## src/rtl/mem_copy_engine.sv

```systemverilog
// mem_copy_engine
//   Copies word_count 32-bit words from src_addr to dst_addr in ascending
//   order, one word per two cycles (a READ cycle, then a WRITE cycle).
//   Requests that are misaligned or that run past MEM_WORDS are rejected
//   with a one-cycle error pulse and no memory access.
//
// Ports
//   clk         in   1   clock, all state updates on posedge
//   rst_n       in   1   synchronous active-low reset
//   start       in   1   one-cycle copy request, honoured only in IDLE
//   src_addr    in   32  byte address of first source word
//   dst_addr    in   32  byte address of first destination word
//   word_count  in   16  number of words to copy
//   busy        out  1   high in every state except IDLE
//   done        out  1   one-cycle pulse on successful completion
//   error       out  1   one-cycle pulse on a rejected request
//   MemRead     out  1   memory read enable
//   MemWrite    out  1   memory write enable (commits on posedge)
//   address     out  32  word-aligned byte address to memory
//   WriteData   out  32  data to memory
//   ReadData    in   32  combinational read data from memory
module mem_copy_engine #(
  parameter int MEM_WORDS = 8192
) (
  input  logic        clk,
  input  logic        rst_n,
  input  logic        start,
  input  logic [31:0] src_addr,
  input  logic [31:0] dst_addr,
  input  logic [15:0] word_count,
  output logic        busy,
  output logic        done,
  output logic        error,
  output logic        MemRead,
  output logic        MemWrite,
  output logic [31:0] address,
  output logic [31:0] WriteData,
  input  logic [31:0] ReadData
);

  typedef enum logic [2:0] {
    S_IDLE   = 3'd0,
    S_READ   = 3'd1,
    S_WRITE  = 3'd2,
    S_FINISH = 3'd3,
    S_FAULT  = 3'd4
  } state_t;

  // Range limit widened so (addr>>2)+count can never wrap.
  localparam logic [33:0] MEM_LIMIT = 34'(MEM_WORDS);

  state_t      state_q, state_d;
  logic [31:0] src_q, src_d;
  logic [31:0] dst_q, dst_d;
  logic [31:0] hold_q, hold_d;
  logic [15:0] count_q, count_d;

  logic        busy_q, busy_d;
  logic        done_q, done_d;
  logic        error_q, error_d;
  logic        mem_read_q, mem_read_d;
  logic        mem_write_q, mem_write_d;
  logic [31:0] address_q, address_d;
  logic [31:0] wdata_q, wdata_d;

  // A request is legal when both addresses are word aligned and both
  // word ranges end at or below MEM_WORDS.
  function automatic logic req_ok(input logic [31:0] s, input logic [31:0] d,
                                  input logic [15:0] n);
    logic [33:0] s_end;
    logic [33:0] d_end;
    s_end = {4'd0, s[31:2]} + {18'd0, n};
    d_end = {4'd0, d[31:2]} + {18'd0, n};
    return (s[1:0] == 2'd0) && (d[1:0] == 2'd0) &&
           (s_end <= MEM_LIMIT) && (d_end <= MEM_LIMIT);
  endfunction

  // Next-state, pointer, count and holding-register logic.
  always_comb begin
    state_d = state_q;
    src_d   = src_q;
    dst_d   = dst_q;
    count_d = count_q;
    hold_d  = hold_q;
    case (state_q)
      S_IDLE: begin
        if (start) begin
          src_d   = src_addr;
          dst_d   = dst_addr;
          count_d = word_count;
          if (!req_ok(src_addr, dst_addr, word_count)) begin
            state_d = S_FAULT;
          end else if (word_count == 16'd0) begin
            state_d = S_FINISH;
          end else begin
            state_d = S_READ;
          end
        end else begin
          state_d = S_IDLE;
        end
      end
      S_READ: begin
        hold_d  = ReadData;
        state_d = S_WRITE;
      end
      S_WRITE: begin
        src_d   = src_q + 32'd4;
        dst_d   = dst_q + 32'd4;
        count_d = count_q - 16'd1;
        // Decision uses the count before this word's decrement.
        if (count_q > 16'd1) begin
          state_d = S_READ;
        end else begin
          state_d = S_FINISH;
        end
      end
      S_FINISH: state_d = S_IDLE;
      S_FAULT:  state_d = S_IDLE;
      default:  state_d = S_IDLE;
    endcase
  end

  // Outputs are decoded from the next state so the registered copies line
  // up with the state they describe.
  always_comb begin
    busy_d      = (state_d != S_IDLE);
    done_d      = (state_d == S_FINISH);
    error_d     = (state_d == S_FAULT);
    mem_read_d  = (state_d == S_READ);
    mem_write_d = (state_d == S_WRITE);
    case (state_d)
      S_READ:  begin address_d = src_d; wdata_d = 32'd0;  end
      S_WRITE: begin address_d = dst_d; wdata_d = hold_d; end
      default: begin address_d = 32'd0; wdata_d = 32'd0;  end
    endcase
  end

  // State and output registers with synchronous reset.
  always_ff @(posedge clk) begin
    if (!rst_n) begin
      state_q     <= S_IDLE;
      src_q       <= 32'd0;
      dst_q       <= 32'd0;
      hold_q      <= 32'd0;
      count_q     <= 16'd0;
      busy_q      <= 1'b0;
      done_q      <= 1'b0;
      error_q     <= 1'b0;
      mem_read_q  <= 1'b0;
      mem_write_q <= 1'b0;
      address_q   <= 32'd0;
      wdata_q     <= 32'd0;
    end else begin
      state_q     <= state_d;
      src_q       <= src_d;
      dst_q       <= dst_d;
      hold_q      <= hold_d;
      count_q     <= count_d;
      busy_q      <= busy_d;
      done_q      <= done_d;
      error_q     <= error_d;
      mem_read_q  <= mem_read_d;
      mem_write_q <= mem_write_d;
      address_q   <= address_d;
      wdata_q     <= wdata_d;
    end
  end

  assign busy      = busy_q;
  assign done      = done_q;
  assign error     = error_q;
  assign MemRead   = mem_read_q;
  assign MemWrite  = mem_write_q;
  assign address   = address_q;
  assign WriteData = wdata_q;

endmodule

```

## config.mk

```make
export PLATFORM = sky130hd
export DESIGN_NAME = mem_copy_engine
export DESIGN_NICKNAME = d
export VERILOG_FILES = /design/src/rtl/mem_copy_engine.sv
export SDC_FILE = /design/constraint.sdc
export NUM_CORES = 1
export LEC_CHECK = 0
export ABC_AREA = 1
export BUFFER_PORTS_ARGS = -buffer_cell sky130_fd_sc_hd__buf_2
export CAP_MARGIN = 20
export CORE_UTILIZATION = 50
export DETAILED_ROUTE_END_ITERATION = 16
export GPL_TIMING_DRIVEN = 1
export PLACE_DENSITY = 0.74
export REMOVE_ABC_BUFFERS = 1
export SLEW_MARGIN = 0
export SYNTH_ARGS = -nofsm -noshare
export SYNTH_HDL_FRONTEND = slang
export SYNTH_SLANG_ARGS = --single-unit
```

## constraint.sdc

```tcl
create_clock -name clk -period 2.5 [get_ports clk]
set_input_delay 0.25 -clock clk [delete_from_list [all_inputs] [get_ports clk]]
set_output_delay 0.25 -clock clk [all_outputs]
set_load 0.05 [all_outputs]
```

* Yosys cells after proc, flatten, opt, wreduce, memory -nomap -nowiden
Cells that the tools add are included.
Storage, ports and cells: logic and storage cells 51, output and inout bits 69, bits of input ports 115, register bits 184
Operators by class: eq/ne operators 7, $add $sub $neg 5, $lt $le $gt $ge 3, multiplexer cells 13, reduce and logical (&&, ||, !) cells 11
Operators with widths (count):
- one-hot mux 32 bit (2 select lines) | 3
- two-way mux 32 bit | 3
- adder 32 x 3 -> 32 bit, second input constant | 2
- adder 30 x 16 -> 31 bit | 2
- less-or-equal comparator 31 x 14 -> 1 bit, second input constant | 2
- one-hot mux 16 bit (2 select lines) | 1
- greater-than comparator 16 x 1 -> 1 bit, second input constant | 1
- zero test 16 bit | 1
- two-way mux 16 bit | 1
- subtractor 16 x 1 -> 16 bit, second input constant | 1
- equality test 3 x 2 -> 1 bit, second input constant | 3
- one-hot mux 3 bit (3 select lines) | 1
- equality test 3 x 1 -> 1 bit, second input constant | 2
- two-way mux 3 bit | 2
- zero test 2 bit | 2
- two-way mux 2 bit | 2
- AND reduction 2 bit | 2
- equality test 3 bit, second input constant | 1
- logical AND 1 bit | 3
- zero test 3 bit | 1
- nonzero test 3 bit | 1
- inequality test 2 bit, second input constant | 1
- nonzero test 2 bit | 1

* Depth between registers and ports, before layout
Gate-level depths: netlist of the first run.
word-level depth 9, gate-level depth with buffers 24, mapped depth without buffers 23

* Worst setup path after synthesis of the first run
No wires, ideal clock.
path kind input to register, start input dst_addr[2], end register address_q[19], in the netlist address[19], library setup time 58 ps, cell stages on the path 21, required time 2442 ps, path slack -143 ps, data arrival time 2585 ps, path buffers 1, path through ha_1 -> fa_1 -> or2_2 -> a21oi_1 -> nand3_1 -> nor2_1 -> nand2_1 -> nor2_1 -> nand2_1 -> nor2_1 -> nand2_1 -> nand2_1 -> nand3_1 -> nor2_2 -> nand3_1 -> nand2_1 -> inv_2 -> nor2_4 -> buf_6 -> nand3_1 -> nand2_1
Between the ends: cells in the longest elaborated chain, start to end 8, elaborated cells between the ends (all ways) 9, those cells by class 1 x add/sub; 1 x order compare; 2 x eq/ne; 4 x mux; 1 x reduce/logical
RTL lines:
- start, declared | line 29 | input logic [31:0] dst_addr,
- adder 30 x 16 -> 31 bit * | line 73 | d_end = {4'd0, d[31:2]} + {18'd0, n};
- less-or-equal comparator 31 x 14 -> 1 bit * | line 75 | (s_end <= MEM_LIMIT) && (d_end <= MEM_LIMIT);
- logical AND 1 bit * | line 75
- two-way mux 3 bit * | line 91 | if (!req_ok(src_addr, dst_addr, word_count)) begin
- two-way mux 3 bit * | line 87 | if (start) begin
- one-hot mux 3 bit (3 select lines) * | line 85 | case (state_q)
- equality test 3 x 2 -> 1 bit / equality test 3 x 1 -> 1 bit (equally long branches) | line 131 | case (state_d)
- one-hot mux 32 bit (2 select lines) * | line 131
- end signal, assigned | line 164 | address_q <= address_d;
- end, declared | line 63 | logic [31:0] address_q, address_d;
Mark *: on every way between the ends. The rest lies on a longest branch, timed or not. A chain may end at the register's enable or synchronous reset.

* Worst setup path in the final report of the first run
start input word_count[1], end register address_q[24], in the netlist address[24]
Between the ends: cells in the longest elaborated chain, start to end 9, elaborated cells between the ends (all ways) 14, those cells by class 2 x add/sub; 2 x order compare; 2 x eq/ne; 5 x mux; 3 x reduce/logical
RTL lines:
- start, declared | line 30 | input logic [15:0] word_count,
- adder 30 x 16 -> 31 bit | line 72 | s_end = {4'd0, s[31:2]} + {18'd0, n};
- less-or-equal comparator 31 x 14 -> 1 bit | line 75
- logical AND 1 bit | line 74 | return (s[1:0] == 2'd0) && (d[1:0] == 2'd0) &&
- logical AND 1 bit | line 75
- two-way mux 3 bit * | line 91
- two-way mux 3 bit * | line 87
- one-hot mux 3 bit (3 select lines) * | line 85
- equality test 3 x 2 -> 1 bit / equality test 3 x 1 -> 1 bit (equally long branches) | line 131
- one-hot mux 32 bit (2 select lines) * | line 131
Marked as above.

==> results.json, run 1 <==
{
  "status": "finished, violations left",
  "violations": "setup timing",
  "leakagePower_nw": 8.25,
  "seqCellArea_um2": 3690,
  "grt_pass1_wl_mm": 67.1,
  "drt_iter0_drc": 1279,
  "final_core_util_pct": 70.2,
  "wire_per_inst_um": 17.4,
  "nFillCells": 1952,
  "syn2layout_area_growth_pct": 36.8,
  "track_usage_pct": 35.2,
  "syn_inst": 1902,
  "mostFrequentLayoutCells": "nand2_1, inv_1, nor2_1, buf_4",
  "async_flop_share_pct": 0,
  "r2r_cells": 12,
  "ios": 184,
  "rsz0062_at_grt": "yes",
  "finalSetupTns_ns": -5.04,
  "dr_total_vias": 14400,
  "grt-ovfl-total": 0,
  "fin_hold_ws_ns": 0.0544,
  "die_y_um": 158,
  "antenna_cells": 0,
  "via_per_inst": 5.51,
  "fp.dieW_um": 158,
  "cp-start-kind": "input pin",
  "initial_core_util_pct": 51.3,
  "worst_pin_slew_ns": 0.690,
  "dp_hpwl_mm": 33.2,
  "drtAntennaViolNets": 0,
  "synth_area_leader_cell": "dfxtp_1",
  "arrival_ns": 3.11,
  "multiInputGateArea_um2": 8000,
  "synth_edf_count": 0,
  "min_period_over_period_pct": 109,
  "yosys_warnings": 0,
  "synth_seq_cells": 184,
  "power_density_nw_per_um2": 486,
  "final_max_slew_viol_count": 0,
  "required_ns": 2.89,
  "row_count": 56,
  "netlist_area_um2": 12100,
  "drive_gt1_share_pct": 28.8,
  "ys_dominant_reg_cell": "dfxtp_1",
  "die_area_um2": 24900,
  "synth_area_leaders": "dfxtp_1, nand2_1, inv_1, nor2_1, nand3_1",
  "yosysUniqueCellTypes": 54,
  "clock_latency_ns": 0.45,
  "antenna_found_initial": 0,
  "min_path_cells": 3,
  "fin_crit_ns": 2.72,
  "vdd_drop_max_mv": 0.436,
  "root_buffer": "clkbuf_16",
  "cts_buffer_depth": 2,
  "final_common_cell": "nand2_1",
  "dpl-instance-area_um2": 14800,
  "fin_ws_ns": -0.219,
  "cts_hold_buf": 0,
  "clk_pin_slew_ns": 0.09,
  "drcViolationCount": 0,
  "core_region_area_um2": 23600,
  "cts_tree": "built",
  "drv_cap": 0,
  "min_path_type": "in2reg",
  "grt_max_degree": 46,
  "nets": 2424,
  "grt_pass1_vias": 13000,
  "crit_type": "in2reg",
  "gp_congestion": 0.973,
  "fin_cells": 2603,
  "maxSlewHeadroom_pct": 54.0,
  "cts.sinks": 184,
  "skew_ns": 0.0234,
  "path_max_fanout": 5,
  "hold_viol_final": 0,
  "drtPass1Iterations": 7,
  "yosysTopAreaCellShare_pct": 30.4,
  "htreeDepth": 4,
  "final_area_um2": 16600,
  "setup_violations": 32,
  "synth_area_per_cell_um2": 6.37,
  "critPathCaptureType": "flop",
  "numCtsBuffers": 17,
  "max_freq_ghz": 0.368,
  "dp.cells": 2548,
  "wirelength_mm": 45.2,
  "io_buffers": 183,
  "ys_seq_area_share_pct": 30.4
}
[where the power goes]
group	internal (mW)	leakage, nW	total, mW	switching, mW
clock network	1.42	0.311	2.94	1.52
logic	0.810	6.43	1.99	1.18
registers	3.03	1.50	3.13	0.0993
[critical path, stage by stage]
cell and delay (ns):
buf_2 0.16, buf_4 0.16, ha_1 0.30, nand2_1 0.08
nand2_1 0.11, nand3_1 0.14, nand2_2 0.11, nand2_2 0.10
nand3_2 0.12, nand2_1 0.09, nand2_1 0.05, inv_1 0.06
nand2_1 0.06, nor2_1 0.10, nand3_1 0.13, nor2_4 0.22
nand3_2 0.10, nand2_2 0.07, inv_2 0.05, nor2_4 0.18
buf_12 0.16, buf_12 0.13, nand3_1 0.08, nand2_1 0.07
[area by class of cell]
class	instances	share of cell area, %
multi-input cells	1383	48.3
flip-flops and latches	184	22.3
repair buffers	413	16.9
inverters	272	6.16
clock buffers	17	2.57
well taps	319	2.41
clock inverters	15	1.36
[kinds of logic after synthesis]
family                   after synthesis  synth area share [%]
adder cells (fa/ha/maj)               38                  4.05
XOR/XNOR                              33                  2.39
AO/OA/AOI/OAI                        259                  13.1
buffers and inverters                335                  10.6
flip-flops                           184                  30.4
multiplexers                          34                  2.81
AND/OR/NAND/NOR                     1019                  36.7
[synth_stat cells (all sizes together), types with 13 or more instances]
cell type  count
nand3b        13
xor2          31
a21oi         90
a22oi         13
nand2        499
nand4         32
o211ai        14
clkbuf        51
nand3        138
inv          269
mux2i         34
nor2         263
nor3          42
dfxtp        184
o21ai         76
ha            36
a211oi        14
nor4          17
[stage by stage]
stage / worst slack (ns) / power (mW)
after global placement: -0.636 / 4.90
after detailed placement: -0.694 / 4.93
after global routing: -0.322 / 8.39
final: -0.219 / 8.06
after CTS: -0.0482 / 7.85
after floorplan: -3.37 / 4.13
[path summary, 6_finish.rpt]
path,endpoint,startpoint,slack (ns)
worst min-delay path,WriteData[4]$_SDFF_PN0_,ReadData[4],0.05
worst max-delay path,address[24]$_SDFF_PN0_,word_count[1],-0.22
worst max register to register,address[17]$_SDFF_PN0_,src_q[2]$_SDFF_PN0_,-0.01
worst min register to register,hold_q[13]$_SDFF_PN0_,hold_q[13]$_SDFF_PN0_,0.50
[registers in the layout (all words and copies together), names as in the netlist, 3 cells and up]
signal,count
hold_q,32
dst_q,32
state_q,3
WriteData,32
address,32
src_q,32
count_q,16
[metal layers]
layer	up-vias	share of wire (%)	wire, µm	track usage (%)
li1	6952	-	-	-
met5	-	0	0	0
met3	149	8.3	3730	4.71
met1	6549	41	18500	46.0
met4	0	5.6	2520	18.5
met2	703	45	20400	56.2
[repair_timing]
| action | CTS | global route |
|---|---|---|
| gates resized for setup | 40 | 161 |
| hold endpoints to repair | 0 | 0 |
| setup buffers | 8 | 14 |
| pin swaps | 10 | 38 |
| cloned | 1 | 2 |
| setup endpoints to repair | 38 | 59 |
Power figures use the tool's default switching activity.
==> run 2, diff against run 1 <==
Clock period 2.5 ns to 2.25 ns, I/O delays scaled along.
==> results.json, run 2 (synthesized netlist as in run 1, its figures left out) <==
{
  "status": "finished, violations left",
  "violations": "setup timing",
  "syn2layout_area_growth_pct": 44.9,
  "clock_latency_ns": 0.45,
  "fp.dieW_um": 158,
  "via_per_inst": 5.58,
  "hold-path-endpoint": "WriteData[29]$_SDFF_PN0_",
  "numCtsBuffers": 17,
  "drcViolationCount": 0,
  "cts_hold_buf": 0,
  "hold_viol_final": 0,
  "antenna_found_initial": 0,
  "finalSetupTns_ns": -15.95,
  "power_density_nw_per_um2": 518,
  "drt_iter0_drc": 1469,
  "row_count": 56,
  "dr_total_vias": 15100,
  "grt_pass1_vias": 13800,
  "cp-start-kind": "input pin",
  "initial_core_util_pct": 51.3,
  "dp_hpwl_mm": 33.7,
  "antenna_cells": 0,
  "grt_pass1_wl_mm": 70.1,
  "nFillCells": 1838,
  "mostFrequentLayoutCells": "nand2_1, buf_4, inv_1, nor2_1, buf_2",
  "drive_gt1_share_pct": 33.1,
  "drtAntennaViolNets": 0,
  "leakagePower_nw": 8.88,
  "r2r_cells": 14,
  "cts.sinks": 184,
  "final_core_util_pct": 74.4,
  "max_freq_ghz": 0.368,
  "die_area_um2": 24900,
  "track_usage_pct": 36.7,
  "ff2ff_setup_slack_ns": -0.25,
  "cts_buffer_depth": 2,
  "setup_violations": 52,
  "arrival_ns": 3.10,
  "r2r_start": "src_q[2]$_SDFF_PN0_",
  "min_path_cells": 3,
  "cp_slowest_stage_delay_ns": 0.39,
  "skew_ns": 0.0220,
  "required_ns": 2.64,
  "path_cells": "buf_8 > ha_4 > fa_2 > or2_4 > a21oi_2 > nand3_1 > nor2_1 > nand2_1 > nor2_1 > nand2_1 > nor2_1 > nand2_1 > nand2_1 > nand3_2 > nor2_4 > nand3_2 > nand2_2 > inv_2 > nor2_4 > buf_12 > buf_8 > nand2_4 > nand2_2",
  "worstHoldStart": "ReadData[29]",
  "wire_per_inst_um": 17.7,
  "crit_type": "in2reg",
  "die_y_um": 158,
  "grt_max_degree": 42,
  "gp_congestion": 0.997,
  "min_period_over_period_pct": 121,
  "r2r_end": "address[29]$_SDFF_PN0_",
  "nets": 2521,
  "core_region_area_um2": 23600,
  "worst_path_most_repeated_cell": "nand2_1",
  "ios": 184,
  "grt-ovfl-total": 0,
  "cts_tree": "built",
  "htreeDepth": 4,
  "clk_pin_slew_ns": 0.09,
  "final_max_slew_viol_count": 0,
  "fin_crit_ns": 2.71,
  "critPathCaptureType": "flop",
  "drtPass1Iterations": 7,
  "final_common_cell": "nand2_1",
  "wirelength_mm": 47.9,
  "path_max_fanout": 8,
  "rsz0062_at_grt": "yes",
  "min_path_type": "in2reg",
  "fin_ws_ns": -0.465,
  "io_buffers": 183,
  "crit_slowest_cell": "fa_2",
  "drv_cap": 0,
  "root_buffer": "clkbuf_16",
  "worst_pin_slew_ns": 0.589,
  "vdd_drop_max_mv": 0.414,
  "maxSlewHeadroom_pct": 60.7
}
## run 2: timing repair
action	4_1_cts	5_1_grt
gates resized for setup	99	164
setup buffers	49	18
pin swaps	51	71
gates cloned	3	0
setup endpoints to repair	56	75
## run 2: how the worst max path moves through the flow
stage,start,endpoint,slack [ns],depth (start not counted)
after floorplan,state_q[2]$_SDFF_PN0_,address[26]$_SDFF_PN0_,-3.62,9
after global routing,word_count[0],address[30]$_SDFF_PN0_,-0.55,23
after detailed placement,dst_addr[2],address[31]$_SDFF_PN0_,-0.94,23
final,word_count[0],address[8]$_SDFF_PN0_,-0.46,23
after global placement,dst_addr[2],address[24]$_SDFF_PN0_,-0.87,23
after CTS,word_count[0],address[1]$_SDFF_PN0_,-0.30,23
## run 2: where the power goes
part           switching, mW  internal (mW)
clock network           1.69           1.58
registers              0.105           3.37
logic                   1.38          0.978
## run 2: cell type report
type                    count  area [µm²]  area share (%)
clock buffers              17         425            2.42
clock inverters            15         233            1.33
inverters                 272        1020            5.81
multi-input cells        1383        8220            46.8
flip-flops and latches    184        3690            21.0
well taps                 319         399            2.27
repair buffers            510        3570            20.3
## run 2: critical path, delay by kind of cell
kind | cells | cell delay [ns]
adders and majority gates | 2 | 0.56
and+or+nand+nor | 16 | 1.71
AOI/OAI and AO/OA | 1 | 0.13
buffers and inverters | 4 | 0.45
## run 2: routing by layer
metal	GRT usage (%)	vias up	routed length, µm	share of wire (%)
met5	0	-	0	0
met1	46.1	6835	19200	40
met2	58.0	880	21300	44
li1	-	7126	-	-
met4	25.8	0	3290	6.9
met3	5.20	212	4150	8.7
## run 2: metrics by stage
step | power (mW) | std cells | cell area [µm²] | hold slack, ns | setup slack [ns]
after global routing | 9.43 | 2700 | 17600 | 0.0338 | -0.550
after floorplan | 4.59 | 1839 | 11900 | 0.323 | -3.62
final | 9.10 | 2700 | 17600 | 0.0191 | -0.465
after detailed placement | 5.54 | 2604 | 15200 | 0.475 | -0.939
after CTS | 8.85 | 2687 | 16700 | 0.00998 | -0.297
after global placement | 5.51 | 2604 | 15200 | 0.471 | -0.865
